$ cat src/rtl/fl_fifo_frame_arbiter.sv
// Frame-granular round-robin arbiter merging PORTS FrameLink FIFO read sides onto one FL TX bus.
// Define FL_FRAME_ARB_STATS_EN to add FRAME_CNT / STALL_CNT statistics outputs.
module fl_fifo_frame_arbiter #(
   parameter int PORTS      = 4,
   parameter int DATA_WIDTH = 64,
   parameter int REM_WIDTH  = 3
) (
   input  logic                        CLK,
   input  logic                        RESET,
   input  logic [PORTS*DATA_WIDTH-1:0] RX_DATA,
   input  logic [PORTS*REM_WIDTH-1:0]  RX_REM,
   input  logic [PORTS-1:0]            RX_SOF_N,
   input  logic [PORTS-1:0]            RX_EOF_N,
   input  logic [PORTS-1:0]            RX_SOP_N,
   input  logic [PORTS-1:0]            RX_EOP_N,
   input  logic [PORTS-1:0]            RX_SRC_RDY_N,
   output logic [PORTS-1:0]            RX_DST_RDY_N,
   input  logic [PORTS-1:0]            FIFO_FRAME_RDY,
   output logic [DATA_WIDTH-1:0]       TX_DATA,
   output logic [REM_WIDTH-1:0]        TX_REM,
   output logic                        TX_SOF_N,
   output logic                        TX_EOF_N,
   output logic                        TX_SOP_N,
   output logic                        TX_EOP_N,
   output logic                        TX_SRC_RDY_N,
   input  logic                        TX_DST_RDY_N,
   output logic [PORTS-1:0]            GRANT
`ifdef FL_FRAME_ARB_STATS_EN
   ,
   output logic [32*PORTS-1:0]         FRAME_CNT,
   output logic [31:0]                 STALL_CNT
`endif
);

   localparam int IDX_W = (PORTS > 1) ? $clog2(PORTS) : 1;

   typedef enum logic {IDLE, XFER} state_t;

   state_t           state, state_nxt;
   logic [IDX_W-1:0] rr_ptr, rr_ptr_nxt;
   logic [IDX_W-1:0] gidx, gidx_nxt;
   logic [IDX_W-1:0] pick, cand;
   logic [PORTS-1:0] grant_nxt;
   logic             found;
   logic             xfer;
   logic             eof_xfer;

   // First FRAME_RDY requester at or after rr_ptr, wrapping modulo PORTS.
   always_comb begin
      found = 1'b0;
      pick  = '0;
      cand  = '0;
      for (int unsigned k = 0; k < PORTS; k++) begin
         cand = IDX_W'((32'(rr_ptr) + k) % PORTS);
         if (!found && FIFO_FRAME_RDY[cand]) begin
            found = 1'b1;
            pick  = cand;
         end
      end
   end

   always_comb begin
      state_nxt    = state;
      rr_ptr_nxt   = rr_ptr;
      gidx_nxt     = gidx;
      grant_nxt    = GRANT;
      TX_DATA      = '0;
      TX_REM       = '0;
      TX_SOF_N     = 1'b1;
      TX_EOF_N     = 1'b1;
      TX_SOP_N     = 1'b1;
      TX_EOP_N     = 1'b1;
      TX_SRC_RDY_N = 1'b1;
      RX_DST_RDY_N = '1;
      xfer         = 1'b0;
      eof_xfer     = 1'b0;
      case (state)
         IDLE: begin
            if (found) begin
               state_nxt = XFER;
               gidx_nxt  = pick;
               grant_nxt = {{(PORTS-1){1'b0}}, 1'b1} << pick;
            end
         end
         XFER: begin
            TX_DATA            = RX_DATA[gidx*DATA_WIDTH +: DATA_WIDTH];
            TX_REM             = RX_REM[gidx*REM_WIDTH +: REM_WIDTH];
            TX_SOF_N           = RX_SOF_N[gidx];
            TX_EOF_N           = RX_EOF_N[gidx];
            TX_SOP_N           = RX_SOP_N[gidx];
            TX_EOP_N           = RX_EOP_N[gidx];
            TX_SRC_RDY_N       = RX_SRC_RDY_N[gidx];
            RX_DST_RDY_N[gidx] = TX_DST_RDY_N;
            xfer               = !RX_SRC_RDY_N[gidx] && !TX_DST_RDY_N;
            eof_xfer           = xfer && !RX_EOF_N[gidx];
            if (eof_xfer) begin
               state_nxt  = IDLE;
               grant_nxt  = '0;
               rr_ptr_nxt = IDX_W'((32'(gidx) + 1) % PORTS);
            end
         end
         default: state_nxt = IDLE;
      endcase
   end

   always_ff @(posedge CLK or negedge RESET) begin
      if (!RESET) begin
         state  <= IDLE;
         rr_ptr <= '0;
         gidx   <= '0;
         GRANT  <= '0;
      end else begin
         state  <= state_nxt;
         rr_ptr <= rr_ptr_nxt;
         gidx   <= gidx_nxt;
         GRANT  <= grant_nxt;
      end
   end

`ifdef FL_FRAME_ARB_STATS_EN
   // Frame counters wrap; the stall counter saturates.
   always_ff @(posedge CLK or negedge RESET) begin
      if (!RESET) begin
         FRAME_CNT <= '0;
         STALL_CNT <= '0;
      end else begin
         if (eof_xfer)
            FRAME_CNT[gidx*32 +: 32] <= FRAME_CNT[gidx*32 +: 32] + 32'd1;
         if (state == XFER && !TX_SRC_RDY_N && TX_DST_RDY_N && STALL_CNT != '1)
            STALL_CNT <= STALL_CNT + 32'd1;
      end
   end
`endif

endmodule
$ cat config.mk
export PLATFORM = sky130hd
export DESIGN_NAME = fl_fifo_frame_arbiter
export DESIGN_NICKNAME = d
export VERILOG_FILES = /design/src/rtl/fl_fifo_frame_arbiter.sv
export SDC_FILE = /design/constraint.sdc
export NUM_CORES = 1
export LEC_CHECK = 0
export ABC_AREA = 1
export CORE_AREA = 2 2 145 147
export DETAILED_ROUTE_END_ITERATION = 6
export DIE_AREA = 0 0 147 149
export PLACE_DENSITY_LB_ADDON = 0.05
export SLEW_MARGIN = 20
export SYNTH_ARGS = -nofsm -noshare
export SYNTH_HDL_FRONTEND = slang
export SYNTH_SLANG_ARGS = --single-unit
$ cat constraint.sdc
create_clock -name CLK -period 1.9 [get_ports CLK]
set_input_delay 0.57 -clock CLK [delete_from_list [all_inputs] [get_ports CLK]]
set_output_delay 0.57 -clock CLK [all_outputs]
set_load 0.05 [all_outputs]
Word level (Yosys, flattened, before mapping)
Index checks and enable logic that the tools add are counted.
{"block": "op_classes", "n_reduce_logical": 15, "muxes": 42, "n_lt_le_gt_ge": 6, "addsub": 4, "n_bitwise": 3, "n_shift": 3, "mul": 1, "n_eq_ne": 2}
{"op": "$shiftx A256 B9 Y64", "n": 1}
{"op": "$mux W64", "n": 1}
{"op": "$mux W1", "n": 21}
{"op": "$bmux W1 S2", "n": 9}
{"op": "$lt A2 B3 Y1 const B", "n": 5}
{"op": "$mux W4", "n": 3}
{"op": "$shiftx A12 B5 Y3", "n": 1}
{"op": "$mux W2", "n": 4}
{"op": "$pmux W4 S2", "n": 1}
{"op": "$logic_and A1 B1 Y1", "n": 6}
{"op": "$logic_not A1 Y1", "n": 6}
{"op": "$reduce_and A2 Y1", "n": 3}
{"op": "$add A2 B1 Y2 const B", "n": 2}
{"op": "$add A2 B2 Y2 const B", "n": 2}
{"op": "$mul A2 B2 Y4 const B", "n": 1}
{"op": "$not A4 Y4", "n": 1}
{"op": "$or A4 B4 Y4", "n": 1}
{"op": "$shl A1 B2 Y4 const A", "n": 1}
{"op": "$mux W3", "n": 1}
{"op": "$demux W1 S2", "n": 1}
{"op": "$ge A2 B1 Y1 const B", "n": 1}
{"op": "$ne A2 B1 Y1 const B", "n": 1}
{"op": "$ne A2 B2 Y1 const B", "n": 1}
{"op": "$pmux W1 S2", "n": 1}
{"op": "$not A1 Y1", "n": 1}
{"block": "totals", "ff_bits": 9, "inputBits": 295, "word_cells": 80, "out_inout_bits": 80}

Logic depth before layout (Yosys ltp)
Gate-level depths: netlist of the first run.
{"block": "logic_depth", "depth_word": 15, "mapped_depth": 12, "ltp_nobuf": 12}

Least setup slack after synthesis of the first run
Ideal clock, no wire load.
{"block": "synth_timing", "kind": "reg2out", "from": "reg gidx[0]", "to": "out TX_EOP_N", "stages_incl_launch_ff": 6, "n_path_buf": 2, "arrival_ns": 2.742, "required_time_ns": 1.330, "setup_slack_ns": -1.412, "cell_sequence": "dfrtp_1 inv_2 buf_2 buf_2 nor2_1 o311ai_0"}
{"block": "synth_via", "elab_chain_len": 3}
{"item": "start, declared", "line": "41", "source": "logic [IDX_W-1:0] gidx, gidx_nxt;"}
{"item": "start signal, assigned", "line": "115", "source": "gidx <= gidx_nxt;"}
{"item": "$bmux W1 S2", "line": "91", "source": "TX_EOP_N = RX_EOP_N[gidx];"}
{"item": "$mux W1 (not written as such)", "line": "91"}
{"item": "$mux W1", "line": "77", "source": "case (state)"}
{"item": "end, declared", "line": "24", "source": "output logic TX_EOP_N,"}
Every way passes these cells. The select of a mux whose other input is x is not followed.

Worst setup path in the final report of the first run
{"block": "layout_timing", "from": "reg gidx[0]", "to": "out TX_SOP_N"}
{"block": "layout_via", "elab_chain_len": 3}
{"item": "$bmux W1 S2", "line": "90", "source": "TX_SOP_N = RX_SOP_N[gidx];"}
{"item": "$mux W1 (not written as such)", "line": "90"}
{"item": "$mux W1", "line": "77"}
{"item": "end, declared", "line": "23", "source": "output logic TX_SOP_N,"}
Every way passes these cells. The select of a mux whose other input is x is not followed.

==> summary.md, run 1 <==
| Metric | Value |
|---|---|
| Routed wire length on met2 | 11800 µm |
| Initial Utilization | 15.5% |
| Max_slew headroom | 72.5% |
| TritonCTS clock tree | yes |
| Worst path slowest cell | dfrtp_4 |
| Post-Layout Cell Count | 1343 |
| CTS buffer count | 3 |
| Failing checks | negative setup slack |
| Initial antenna violation count | 2 |
| Syn nets | 960 |
| Metal3 WL | 1960 µm |
| Cell Chain, Critical Path | inv_8 > buf_12 > buf_12 > nor2_2 > o311ai_4 > buf_12 |
| CP max FO | 13 |
| M1 WL | 8750 µm |
| Final Hold Violating Endpoints | 0 |
| Final worst slack | -0.391 ns |
| Slew of the pin with the lowest slew margin | 0.412 ns |
| Status | complete, but fails checks |
| First-pass GRT wire length | 33300 µm |
| Multi-input gate area | 3960 µm² |
| CP delay by family, top | buffers and inverters |
| Reg clk slew, reported paths | 0.04 ns |
| Crit path arrival time | 1.72 ns |
| Nets | 1366 |
| Port bufs | 374 |
| Post-detail-place hpwl | 17800 µm |
| PD cells | 2250 nW/µm² |
| # fillers | 2028 |
| Slew Viols, Final | 0 |
| GPL Wtd Cong | 0.764 |
| IO Pins | 375 |
| P&R area growth vs syn | 224% |
| Final setup fails | 76 |
| Crit start category | flop |
| Design area | 10300 µm² |
| Crit. End Element | output pin |
| Vias post-DR | 5955 |
| Skew-Pair Late Insertion Delay | 0.24 ns |
| Synth Cell Area | 3190 µm² |
| RSZ-0062 raised after global routing | true |
| Critical Path Max Stage Delay | 0.53 ns |
| Routed WL | 23000 µm |
| Skew final | 0.00240 ns |
| Core Rows | 53 |
| Sink Count | 9 |
| Critical Path Stages | 6 |
| Mean routed wirelength per cell | 17.1 µm |
| Vias in the first global route | 5822 |
| Post-Place Cells | 1317 |
| Hold Slack | 0.513 ns |
| Lkg Pwr | 0.00402 µW |
| Hold depth | 2 |
| Synth Register Bits | 9 |
| FF-to-FF path depth | 9 |
| Fin crit share | 121% |
| CP Class | flop to output pin |
| Residual DRC count | 0 |
| Cells after synthesis | 661 |
| Die H | 149 µm |
| Max layer used | met4 |
| Die width | 147 µm |
| Min Tclk post-route | 2.29 ns |
| Area post-placement | 9380 µm² |
| DRT iter0 DRCs | 148 |
| Yosys Warn Count | 0 |
| Number of max-cap violations | 0 |
| Register area share after synthesis | 7.06% |
| CP Buf/Inv Count | 4 |
| DR vias/cell | 4.43 |
| Register area | 233 µm² |
| Global Route Usage Sum | 19.2% |
| Syn Area/Cell | 4.83 µm² |
| Total power | 23300 µW |
| Maximum VDD drop | 1.58 mV |
| Die ar. | 21900 µm² |
| Bufs on Longest Clock Path | 2 |
| Yosys cell types | 27 |
| Worst min path class | flop to flop |
| Remaining Overflow, GRT | 0 |
| Drt first pass iters | 4 |
| Share of cells above drive strength 1 | 36.9% |
| Max Freq | 437 MHz |
| Clk root buf | clkbuf_16 |
| CTS H-tree lvls | 1 |
| Core Area | 20600 µm² |
| Crit-path most repeated cell | buf_12 |
| Post-DRT Antenna Nets | 0 |
| Req. time, crit path | 1.33 ns |
| Largest net degree at the start of global routing | 51 |
## cell usage in the layout (no fill, tap or decap), types with 2 or more instances in the layout
master,n
ha_4,2
o21ai_2,88
nand3_4,2
dfrtp_4,2
o21ai_0,4
buf_4,42
inv_8,2
dfrtp_1,7
clkdlybuf4s50_1,289
nand4_1,2
a21oi_4,67
nand2_1,29
inv_1,6
o22a_1,2
clkbuf_16,9
nand3_2,2
diode_2,2
nor2_2,29
buf_16,3
nand2_4,5
buf_12,101
nand2_2,16
inv_2,4
ha_1,2
a21oi_1,2
nor2_1,258
buf_6,8
o21ai_1,51
nand3_1,13
dlygate4sd2_1,4
o311ai_4,3
## registers in the layout, summed over array words and instances, names as in the netlist
| register | flops |
|---|---|
| state | 1 |
| GRANT | 4 |
| gidx | 2 |
| rr_ptr | 2 |
## final cells by class
class                           count  area share, %
Tap cell                          275           3.33
Sequential cell                     9           2.25
Multi-Input combinational cell    584           38.3
Antenna cell                        2         0.0484
Inverter                           13          0.666
Clock buffer                        4          0.763
Timing Repair Buffer              456           54.7
## logic make-up (layout without fill, tap and decap cells)
group                      count (synthesis)  after routing  synth area share [%]
buffers and inverters                     68            473                  9.17
AOI/OAI and AO/OA                        219            219                  35.1
other                                      0              2                     0
adders and majority gates                  4              4                  1.57
DFF                                        9              9                  7.06
and+or+nand+nor                          361            361                  47.1
## power breakdown
part / total (µW) / internal (µW) / switching, µW
clock network: 375 / 281 / 94.6
logic: 22400 / 10400 / 12100
registers: 440 / 297 / 143
## tightest hold or removal path: cells and delay by family (launching register included)
kind             cells  cell delay [ns]
flip-flops           1             0.33
AND/OR/NAND/NOR      2             0.14
## final timing paths
| path | endpoint | slack, ns | from |
|---|---|---|---|
| min in group asynchronous | GRANT[0] | 0.63 | RESET |
| max in group asynchronous | gidx[0] | 0.94 | RESET |
| setup / recovery | TX_SOP_N | -0.39 | gidx[0] |
| hold / removal | GRANT[1] | 0.51 | GRANT[1] |
| setup reg to reg | GRANT[2] | 0.09 | gidx[0] |
| hold reg to reg | GRANT[1] | 0.51 | GRANT[1] |
## per-layer routing
metal / global-route usage (%) / vias to the layer above
met5: 0 / -
met4: 3.27 / 0
met3: 5.75 / 21
met2: 35.7 / 226
met1: 22.0 / 2703
li1: - / 3005
## cell usage after synthesis, drive strengths merged
cell | count | area [µm²]
a21oi | 69 | 345
and2 | 1 | 8.76
buf | 24 | 128
clkbuf | 31 | 116
dfrtp | 9 | 225
ha | 4 | 50.1
inv | 13 | 48.8
nand2 | 50 | 243
nand3 | 17 | 105
nand3b | 2 | 27.5
nand4 | 2 | 12.5
nor2 | 289 | 1110
o21a | 1 | 7.51
o21ai | 144 | 724
o22a | 2 | 17.5
o311ai | 3 | 26.3
## through the flow
step / util (%) / setup WS, ns / TNS, ns
5_1_grt: 50.3 / -0.483 / -27.84
2_1_floorplan: - / -0.0638 / -3.77
3_3_place_gp: 45.6 / -0.398 / -23.25
6_report: 50.3 / -0.391 / -22.64
3_5_place_dp: 45.6 / -0.393 / -23.52
4_1_cts: 48.0 / -0.419 / -25.11
## repair_timing
action | 4_1_cts | 5_1_grt
pin swaps | 16 | 7
buffers inserted | 10 | 1
gates cloned | 3 | 7
hold buffers | 0 | 0
hold endpoints to repair | 0 | 0
resized for setup | 174 | 114
endpoints found under the setup margin | 76 | 82
Note: power is estimated with default switching activity, not from simulation.
==> run 2, diff against run 1 <==
CTS_BUF_LIST = sky130_fd_sc_hd__clkbuf_4 sky130_fd_sc_hd__clkbuf_8   (was unset)
==> run 2 against run 1 <==
Against the previous run:
- the flow still finishes with violations (negative setup slack)
- utilization hardly changed
- final cell count is essentially flat
- critical path type unchanged
- largest cell class unchanged
- die area is the same
- flip-flop and latch count unchanged
- total power fell by 0.38%
- highest routed layer unchanged
==> summary.md, run 2 (synthesis gave the netlist of run 1 again) <==
| Metric | Value |
|---|---|
| Status | complete, but fails checks |
| Failing checks | negative setup slack |
| Maximum VDD drop | 1.61 mV (+2.2%) |
| Die width | 147 µm (unchanged) |
| Fin crit share | 121% (+0.37 points) |
| Sink Count | 9 (unchanged) |
| Crit start category | flop |
| Max Freq | 435 MHz (-0.31%) |
| CTS buffer count | 3 (unchanged) |
| Drt first pass iters | 4 (unchanged) |
| TritonCTS clock tree | yes |
| Max FFs per register | 4 (unchanged) |
| Die H | 149 µm (unchanged) |
| Design area | 10300 µm² (about the same) |
| Crit. End Element | output pin |
| Post-Route Utilization | 50.3% (about the same) |
| Clk root buf | clkbuf_8 |
| RSZ-0062 raised after global routing | true |
| Post-Place Cells | 1317 (unchanged) |
| Post-Layout Cell Count | 1344 (+0.074%) |
| Req. time, crit path | 1.33 ns (about the same) |
| CTS H-tree lvls | 1 (unchanged) |
| Vias post-DR | 5990 (+0.59%) |
| Reg clk slew, reported paths | 0.05 ns (about the same) |
| CP Class | flop to output pin |
| CP max FO | 11 (-2) |
| Remaining Overflow, GRT | 0 (unchanged) |
| Initial Utilization | 15.5% (unchanged) |
| Skew-Pair Late Insertion Delay | 0.23 ns (about the same) |
| Core Area | 20600 µm² (unchanged) |
| First-pass GRT wire length | 33300 µm (about the same) |
| Area post-placement | 9380 µm² (unchanged) |
| Routed WL | 22900 µm (about the same) |
| Crit path arrival time | 1.73 ns (about the same) |
| Most flop-heavy register | GRANT |
| Vias in the first global route | 5831 (+0.15%) |
| P&R area growth vs syn | 224% (about the same) |
| Mean routed wirelength per cell | 17.1 µm (-0.15%) |
| Regs by FF count | GRANT x4, gidx x2, rr_ptr x2 |
| Post-DRT Antenna Nets | 0 (unchanged) |
| Final worst slack | -0.398 ns (-0.00709 ns) |
| PD cells | 2240 nW/µm² (-0.41%) |
| Die ar. | 21900 µm² (unchanged) |
| Slew Viols, Final | 0 (unchanged) |
| Global Route Usage Sum | 19.1% (-0.063 points) |
| Nets | 1367 (+0.073%) |
| FF-to-FF path depth | 9 (unchanged) |
| Worst min path class | flop to flop |
| IO Pins | 375 (unchanged) |
| Share of cells above drive strength 1 | 37.5% (+0.62 points) |
| Max_slew headroom | 71.7% (-0.79 points) |
| Most frequent cells in the layout | 288 x clkdlybuf4s50_1, 253 x nor2_1, 101 x buf_12 |
| CTS Hold Bufs | 0 (unchanged) |
| GPL Wtd Cong | 0.764 (unchanged) |
| Min Tclk post-route | 2.30 ns (+0.00709 ns) |
| Final setup fails | 76 (unchanged) |
| Bufs on Longest Clock Path | 2 (unchanged) |
| Hold depth | 2 (unchanged) |
| Commonest non-fill, non-tap cell in the layout | clkdlybuf4s50_1 |
| Core Rows | 53 (unchanged) |
| Skew final | 0.00439 ns (+0.00198 ns) |
| Lkg Pwr | 0.00401 µW (-0.11%) |
| Largest net degree at the start of global routing | 51 (unchanged) |
| Slew of the pin with the lowest slew margin | 0.424 ns (+0.0119 ns) |
| Residual DRC count | 0 (unchanged) |
| Initial antenna violation count | 2 (unchanged) |
| Post-detail-place hpwl | 17800 µm (unchanged) |
| Port bufs | 374 (unchanged) |
| Number of max-cap violations | 0 (unchanged) |
| DRT iter0 DRCs | 157 (+6.1%) |
| Final Hold Violating Endpoints | 0 (unchanged) |
| DR vias/cell | 4.46 (+0.51%) |
run 2: cell count changes in the layout (fill, tap and decap cells not counted), sizes merged:
| cell | change |
|---|---|
| clkdlybuf4s50 | -1 |
| clkbuf | +1 |
| dlygate4sd2 | +1 |
run 2: stage by stage:
stage	power, µW	hold WS, ns	setup TNS [ns]	worst slack, ns
2_1_floorplan	11700	0.274	-3.77	-0.0638
3_3_place_gp	21100	0.504	-23.25	-0.398
3_5_place_dp	21100	0.502	-23.52	-0.393
4_1_cts	22500	0.518	-24.80	-0.416
5_1_grt	24300	0.543	-28.72	-0.452
6_report	23200	0.514	-23.42	-0.398
run 2: final timing paths:
| path | slack, ns | endpoint | from |
|---|---|---|---|
| worst max register to register | 0.08 | GRANT[2] | gidx[0] |
| worst min register to register | 0.51 | GRANT[1] | GRANT[1] |
| max in group asynchronous | 0.93 | gidx[0] | RESET |
| worst max-delay path | -0.40 | TX_SRC_RDY_N | gidx[0] |
| worst min-delay path | 0.51 | GRANT[1] | GRANT[1] |
| min in group asynchronous | 0.64 | GRANT[0] | RESET |
run 2: worst max-delay path: stages, from the launching register on:
cell,delay (ns)
dfrtp_4,0.53
inv_8,0.11
buf_12,0.18
clkbuf_16,0.18
nor2_4,0.03
o22a_1,0.23
nand2_2,0.09
buf_12,0.14
run 2: area by class of cell:
class | instances | area (µm²)
Antenna cell | 2 | 5.00
Clock buffer | 4 | 48.8
Fill cell | 2031 | 10200
Inverter | 13 | 68.8
Multi-Input combinational cell | 584 | 3970
Sequential cell | 9 | 233
Tap cell | 275 | 344
Timing Repair Buffer | 457 | 5670
run 2: per-layer routing:
metal  track usage (%)  wire, µm  share of wire (%)  up-vias
li1                  -         -                  -     3006
met1              22.0      8890                 39     2732
met2              35.7     11700                 51      232
met3              5.75      1920                8.4       20
met4              2.84       378                1.6        0
met5                 0         0                  0        -
run 2: timing repair:
action	in CTS	in global routing
endpoints found under the setup margin	76	82
gates resized for setup	185	98
setup buffers	10	1
gates cloned	3	8
pin swaps	19	9
endpoints found under the hold margin	0	0
run 2: power by group:
group	internal, µW	total (µW)	switching, µW
logic	10400	22500	12100
clock network	161	240	79.0
registers	296	439	142
total	10800	23200	12300
==> run 3, diff against run 2 <==
CAP_MARGIN = 20   (was unset)
==> results of run 3 <==
The final DEF is identical to that of run 2; final timing and power are the same.
